$ cat src/rtl/peripheral_msi_master_port_bb.sv
// rtl/peripheral_msi_master_port_bb.sv - MSI AHB-Lite master port: address decode, grant stall, default ERROR slave
//
// Purpose:
//   One instance per AHB master. Decodes the master address phase against a
//   per-slave base/mask map, routes it to one of SLAVES slave ports, stalls the
//   master until the target slave port grants it, returns the selected data
//   phase response and answers unmapped transfers with a two-cycle ERROR.
//
// Ports:
//   HRESETn, HCLK               async active-low reset, clock
//   mstH*                       master-side address/data phase inputs
//   mstHRDATA/READYOUT/RESP     data phase response to the master
//   slvHADDRbase/mask           address map, one entry per slave port
//   slvHSEL                     one-hot select toward the slave ports
//   slvH* (addr/ctrl/wdata)     address/data broadcast toward all slave ports
//   slvHREADY                   HREADY toward the slave ports
//   slvHRDATA/READYOUT/RESP     per-slave-port responses
//   granted                     bit s: slave port s currently grants this master
//   can_switch                  bit s: slave port s may re-arbitrate away from us

module peripheral_msi_master_port_bb #(
  parameter int PLEN   = 64,
  parameter int XLEN   = 64,
  parameter int SLAVES = 5
) (
  input  logic                         HRESETn,
  input  logic                         HCLK,

  input  logic                         mstHSEL,
  input  logic [PLEN-1:0]              mstHADDR,
  input  logic [XLEN-1:0]              mstHWDATA,
  input  logic                         mstHWRITE,
  input  logic [2:0]                   mstHSIZE,
  input  logic [2:0]                   mstHBURST,
  input  logic [3:0]                   mstHPROT,
  input  logic [1:0]                   mstHTRANS,
  input  logic                         mstHMASTLOCK,
  input  logic                         mstHREADY,
  output logic [XLEN-1:0]              mstHRDATA,
  output logic                         mstHREADYOUT,
  output logic                         mstHRESP,

  input  logic [SLAVES-1:0][PLEN-1:0]  slvHADDRbase,
  input  logic [SLAVES-1:0][PLEN-1:0]  slvHADDRmask,

  output logic [SLAVES-1:0]            slvHSEL,
  output logic [PLEN-1:0]              slvHADDR,
  output logic [XLEN-1:0]              slvHWDATA,
  output logic                         slvHWRITE,
  output logic [2:0]                   slvHSIZE,
  output logic [2:0]                   slvHBURST,
  output logic [3:0]                   slvHPROT,
  output logic [1:0]                   slvHTRANS,
  output logic                         slvHMASTLOCK,
  output logic                         slvHREADY,
  input  logic [SLAVES-1:0][XLEN-1:0]  slvHRDATA,
  input  logic [SLAVES-1:0]            slvHREADYOUT,
  input  logic [SLAVES-1:0]            slvHRESP,

  input  logic [SLAVES-1:0]            granted,
  output logic [SLAVES-1:0]            can_switch
);

  localparam int SW = (SLAVES > 1) ? $clog2(SLAVES) : 1;
  localparam logic [1:0] HTRANS_NONSEQ = 2'b10;

  typedef enum logic [2:0] {
    IDLE,
    DATA,
    WAIT_GRANT,
    ERR1,
    ERR2
  } state_t;

  state_t            state, state_nxt;
  logic [SW-1:0]     dsel, dsel_nxt;
  logic              latch_en;

  // address phase held while waiting for a grant
  logic [PLEN-1:0]   l_addr;
  logic              l_write;
  logic [2:0]        l_size;
  logic [2:0]        l_burst;
  logic [3:0]        l_prot;
  logic              l_lock;
  logic [SW-1:0]     l_sel;

  logic              dec_hit;
  logic [SW-1:0]     dec_idx;
  logic              accept;
  logic              in_wait;

  // Descending scan so the lowest matching index is the one left standing.
  always_comb begin
    dec_hit = 1'b0;
    dec_idx = '0;
    for (int s = SLAVES - 1; s >= 0; s--) begin
      if (((mstHADDR ^ slvHADDRbase[s]) & slvHADDRmask[s]) == '0) begin
        dec_hit = 1'b1;
        dec_idx = SW'(s);
      end
    end
  end

  assign accept  = mstHSEL & mstHTRANS[1] & mstHREADY & mstHREADYOUT;
  assign in_wait = (state == WAIT_GRANT);

  always_ff @(posedge HCLK or negedge HRESETn) begin
    if (!HRESETn) begin
      state   <= IDLE;
      dsel    <= '0;
      l_addr  <= '0;
      l_write <= 1'b0;
      l_size  <= '0;
      l_burst <= '0;
      l_prot  <= '0;
      l_lock  <= 1'b0;
      l_sel   <= '0;
    end else begin
      state <= state_nxt;
      dsel  <= dsel_nxt;
      if (latch_en) begin
        l_addr  <= mstHADDR;
        l_write <= mstHWRITE;
        l_size  <= mstHSIZE;
        l_burst <= mstHBURST;
        l_prot  <= mstHPROT;
        l_lock  <= mstHMASTLOCK;
        l_sel   <= dec_idx;
      end
    end
  end

  // Next state plus master-side response.
  always_comb begin
    state_nxt    = state;
    dsel_nxt     = dsel;
    latch_en     = 1'b0;
    mstHREADYOUT = 1'b1;
    mstHRESP     = 1'b0;
    mstHRDATA    = '0;

    case (state)
      DATA: begin
        mstHRDATA    = slvHRDATA[dsel];
        mstHREADYOUT = slvHREADYOUT[dsel];
        mstHRESP     = slvHRESP[dsel];
      end
      WAIT_GRANT: begin
        mstHREADYOUT = 1'b0;
      end
      ERR1: begin
        mstHREADYOUT = 1'b0;
        mstHRESP     = 1'b1;
      end
      ERR2: begin
        mstHRESP     = 1'b1;
      end
      default: ;
    endcase

    case (state)
      WAIT_GRANT: begin
        // slave samples the held address phase in this same cycle
        if (granted[l_sel] & slvHREADYOUT[l_sel]) begin
          state_nxt = DATA;
          dsel_nxt  = l_sel;
        end
      end
      ERR1: state_nxt = ERR2;
      default: begin
        // IDLE, ERR2 and a completing DATA phase may take a new transfer
        if (mstHREADYOUT) begin
          if (!accept) begin
            state_nxt = IDLE;
          end else if (!dec_hit) begin
            state_nxt = ERR1;
          end else if (granted[dec_idx]) begin
            state_nxt = DATA;
            dsel_nxt  = dec_idx;
          end else begin
            state_nxt = WAIT_GRANT;
            latch_en  = 1'b1;
          end
        end
      end
    endcase
  end

  // Slave-side address path: pass-through, or replay of the held phase.
  always_comb begin
    slvHWDATA = mstHWDATA;
    if (in_wait) begin
      slvHSEL      = SLAVES'(1) << l_sel;
      slvHADDR     = l_addr;
      slvHWRITE    = l_write;
      slvHSIZE     = l_size;
      slvHBURST    = l_burst;
      slvHPROT     = l_prot;
      slvHTRANS    = HTRANS_NONSEQ;
      slvHMASTLOCK = l_lock;
      slvHREADY    = 1'b1;
    end else begin
      slvHSEL      = (mstHSEL & dec_hit) ? (SLAVES'(1) << dec_idx) : '0;
      slvHADDR     = mstHADDR;
      slvHWRITE    = mstHWRITE;
      slvHSIZE     = mstHSIZE;
      slvHBURST    = mstHBURST;
      slvHPROT     = mstHPROT;
      slvHTRANS    = mstHTRANS;
      slvHMASTLOCK = mstHMASTLOCK;
      slvHREADY    = mstHREADYOUT;
    end
  end

  // A locked transfer or a burst continuation (BUSY/SEQ, HTRANS[0]=1) pins the
  // slave currently addressed; slvHSEL already names that slave.
  assign can_switch = (mstHMASTLOCK | mstHTRANS[0]) ? ~slvHSEL : '1;

endmodule

$ cat config.mk
export PLATFORM = sky130hd
export DESIGN_NAME = peripheral_msi_master_port_bb
export DESIGN_NICKNAME = d
export VERILOG_FILES = /design/src/rtl/peripheral_msi_master_port_bb.sv
export SDC_FILE = /design/constraint.sdc
export NUM_CORES = 1
export LEC_CHECK = 0
export BUFFER_PORTS_ARGS = -buffer_cell sky130_fd_sc_hd__buf_2
export CAP_MARGIN = 15
export CORE_AREA = 2 2 525 527
export CTS_BUF_LIST = sky130_fd_sc_hd__clkbuf_4 sky130_fd_sc_hd__clkbuf_8 sky130_fd_sc_hd__clkbuf_16
export DETAILED_ROUTE_END_ITERATION = 8
export DIE_AREA = 0 0 527 529
export HOLD_SLACK_MARGIN = 0.08
export PLACE_DENSITY = 0.3
export SLEW_MARGIN = 15
export SYNTH_ARGS = -nofsm -noshare
export SYNTH_HDL_FRONTEND = slang
export SYNTH_SLANG_ARGS = --single-unit
export TNS_END_PERCENT = 20
$ cat constraint.sdc
create_clock -name HCLK -period 3 [get_ports HCLK]
set_input_delay 0.45 -clock HCLK [delete_from_list [all_inputs] [get_ports HCLK]]
set_output_delay 0.45 -clock HCLK [all_outputs]
set_load 0.02 [all_outputs]
==> results.json <==
{
  "cts_tree": "built",
  "yosys.cell_types.count": 49,
  "worst_pin_slew_ns": 0.981,
  "finalClockSkew_ns": 0.0160,
  "cp_max_fo": 5,
  "fin_crit_sh_pct": 118,
  "via_per_inst": 2.88,
  "relSlewSlack_pct": 34.6,
  "synth_top_family_by_area": "XOR/XNOR gates",
  "grt-ovfl-total": 0,
  "syn_inst": 1399,
  "grt_pass1_vias": 18700,
  "met3_usage_pct": 6.77,
  "ir_worst_vdd_uv": 324,
  "synth_area_leader_cell": "xor2_1",
  "placed_cells": 6290,
  "cp.arrival_ns": 3.08,
  "worstReg2RegStart": "dsel[0]$_DFFE_PN0P_",
  "syn_area_per_cell_um2": 8.74,
  "synth_fa_ha_area_share_pct": 0,
  "insertion_delay_ns": 0.43,
  "p_leak_nw": 12.1,
  "syn-cell-area_um2": 12200,
  "max_stage_delay_ns": 0.46,
  "drv_slew": 0,
  "drt-initial-drc-count": 1006,
  "cts_root_buffer": "clkbuf_16",
  "area.growth.synth_to_final_pct": 117,
  "use_met2_pct": 28.2,
  "hpwl_mm": 200,
  "final_util_pct": 9.70,
  "finalSetupTns_ns": -40.91,
  "hold_violations": 0,
  "fmax_ghz": 0.283,
  "die_area_um2": 279000,
  "synth_area_leaders": "xor2_1 23%, dfrtp_1 17%, a22oi_1 14%",
  "critPathKind": "in2out",
  "drive_gt1_share_pct": 63.9,
  "die-height_um": 529,
  "htree_levels": 3,
  "grt_pass1_wl_mm": 255,
  "rows": 192,
  "path_clk_slew_ns": 0.09,
  "ant_nets": 0,
  "yosysMostFrequentCell": "xor2_1",
  "pin_count": 1340,
  "outcome": "finished with violations",
  "place.gp.congestion": 0.913,
  "violations": "setup timing",
  "synthSimpleGateAreaFrac_pct": 14.1,
  "worstPathRequired_ns": 2.55,
  "rsz0062_at_grt": "yes",
  "clk_path_buf_depth": 2,
  "whs_ns": 0.265,
  "busiest_layer": "met2",
  "synth_edf_count": 0,
  "syn_nets": 2520,
  "synthXorXnorAreaFrac_pct": 22.9,
  "crit_chain": "buf_2 -> buf_4 -> xor2_1 -> a22oi_1 -> nand4_1 -> nor4_4 -> buf_12 -> nand2_8 -> buf_6 -> o32ai_4 -> buf_6 -> buf_12",
  "first_pass_iters": 7,
  "hp-start": "mstHWRITE",
  "crit_path_top_delay_cell": "nor4_4",
  "ys_ff_latch": 85,
  "fin_cells": 6411,
  "core-area_um2": 273000,
  "cp-startpoint": "mstHADDR[37]",
  "synthMuxAreaShare_pct": 20.1,
  "vias": 18500,
  "power_density_nw_per_um2": 399,
  "synth_top_area_share_pct": 22.9,
  "yosysWarnings": 0,
  "cts_made_buffers": 9,
  "drt-wirelength-per-cell_um": 34.0,
  "setup_viol": 93,
  "end_kind": "output port",
  "grt_use_met1_pct": 13.9,
  "port_buffers": 1211,
  "grtUsageTotal_pct": 15.0,
  "synth_flop_cell": "dfrtp_1",
  "start_util_pct": 4.48,
  "hp-class": "in2reg",
  "finalCriticalPeriod_ns": 3.53,
  "finalNetCount": 3864,
  "synthArstFlopShare_pct": 100,
  "synth_compound_area_share_pct": 16.0,
  "ys_top_cells_by_count": "320 x xor2_1, 243 x nand2_1, 224 x a22oi_1",
  "die_x_um": 527,
  "wl_mm": 218,
  "drc_errors": 0,
  "cap_violations": 0,
  "yosysSeqAreaShare_pct": 17.4,
  "finalPower_mw": 10.6,
  "worst_slack_ns": -0.532,
  "worstSetupStartpointType": "input pin",
  "grt_max_degree": 67,
  "antenna_found_initial": 266,
  "cts.sink_count": 85
}
-- logic make-up (layout without fill, tap and decap cells) --
group / after synthesis / in the layout
xor gates and xnor gates: 320 / 320
AOI/OAI and AO/OA: 259 / 259
muxes: 146 / 146
other: 0 / 75
DFF: 85 / 85
and+or+nand+nor: 392 / 392
buffers and inverters: 197 / 1545
-- power breakdown --
part | switching, mW | internal [mW]
registers | 0.0483 | 1.18
clock network | 0.709 | 0.753
logic | 4.86 | 3.01
total | 5.62 | 4.94
-- worst paths after layout --
check,depth (start not counted),slack (ns),to
max in group asynchronous,3,1.45,l_addr[12]$_DFFE_PN0P_
min in group asynchronous,2,0.66,l_addr[47]$_DFFE_PN0P_
hold reg to reg,1,0.51,l_addr[27]$_DFFE_PN0P_
setup / recovery,12,-0.53,slvHSEL[3]
hold / removal,2,0.27,l_write$_DFFE_PN0P_
setup reg to reg,10,0.13,l_addr[38]$_DFFE_PN0P_
-- critical path, delay by kind of cell --
kind            cells  cell delay (ns)
simple gates        3             0.77
xor+xnor            1             0.18
compound gates      2             0.69
buf+inv             6             0.93
-- cells in the final DEF (no fill, tap or decap), drive strengths merged, types with 2 or more instances in the layout --
cell	count
xor2	320
buf	1519
a22oi	224
a211oi	2
bufinv	2
clkbuf	13
o32ai	2
nand4	44
mux2	78
nor2	68
dfrtp	85
nand3	9
a21oi	3
nor3	2
and2	2
diode	75
and3	4
or2	4
mux2i	2
o21ai	12
inv	5
nand2	245
or3	2
clkinv	3
a221oi	2
nor4	10
o22ai	3
o211ai	4
mux4	66
-- state kept, by name (all words and copies together), names as in the netlist, 3 cells and up --
register	cells
l_burst	3
l_addr	64
state	3
l_size	3
dsel	3
l_prot	4
l_sel	3
-- timing repair --
action,CTS,global route
gates resized for setup,173,55
hold buffers,0,1
endpoints found under the hold margin,0,5
endpoints found under the setup margin,137,126
gates cloned,5,2
pin swaps,28,15
buffers inserted,22,3
-- final cells by class --
class / instances / area, µm²
diodes: 75 / 188
clock buffers: 10 / 239
clock inverters: 5 / 85.1
fillers: 32100 / 246000
inverters: 6 / 23.8
multi-input cells: 1117 / 9640
flip-flops and latches: 85 / 2130
well taps: 3589 / 4490
repair buffers: 1524 / 9670
-- per-stage QoR --
step,setup WS [ns],area [µm²]
3_3_place_gp,-1.96,24500
3_5_place_dp,-1.96,24500
2_1_floorplan,0.0229,12200
5_1_grt,-0.644,26400
4_1_cts,-0.711,26000
6_report,-0.532,26500
-- metal layers --
layer	vias to the layer above	part of all wire (%)
met3	540	11
met4	128	4.9
met5	-	0.39
met1	8643	32
li1	7725	-
met2	1443	52
Power figures use the tool's default switching activity.
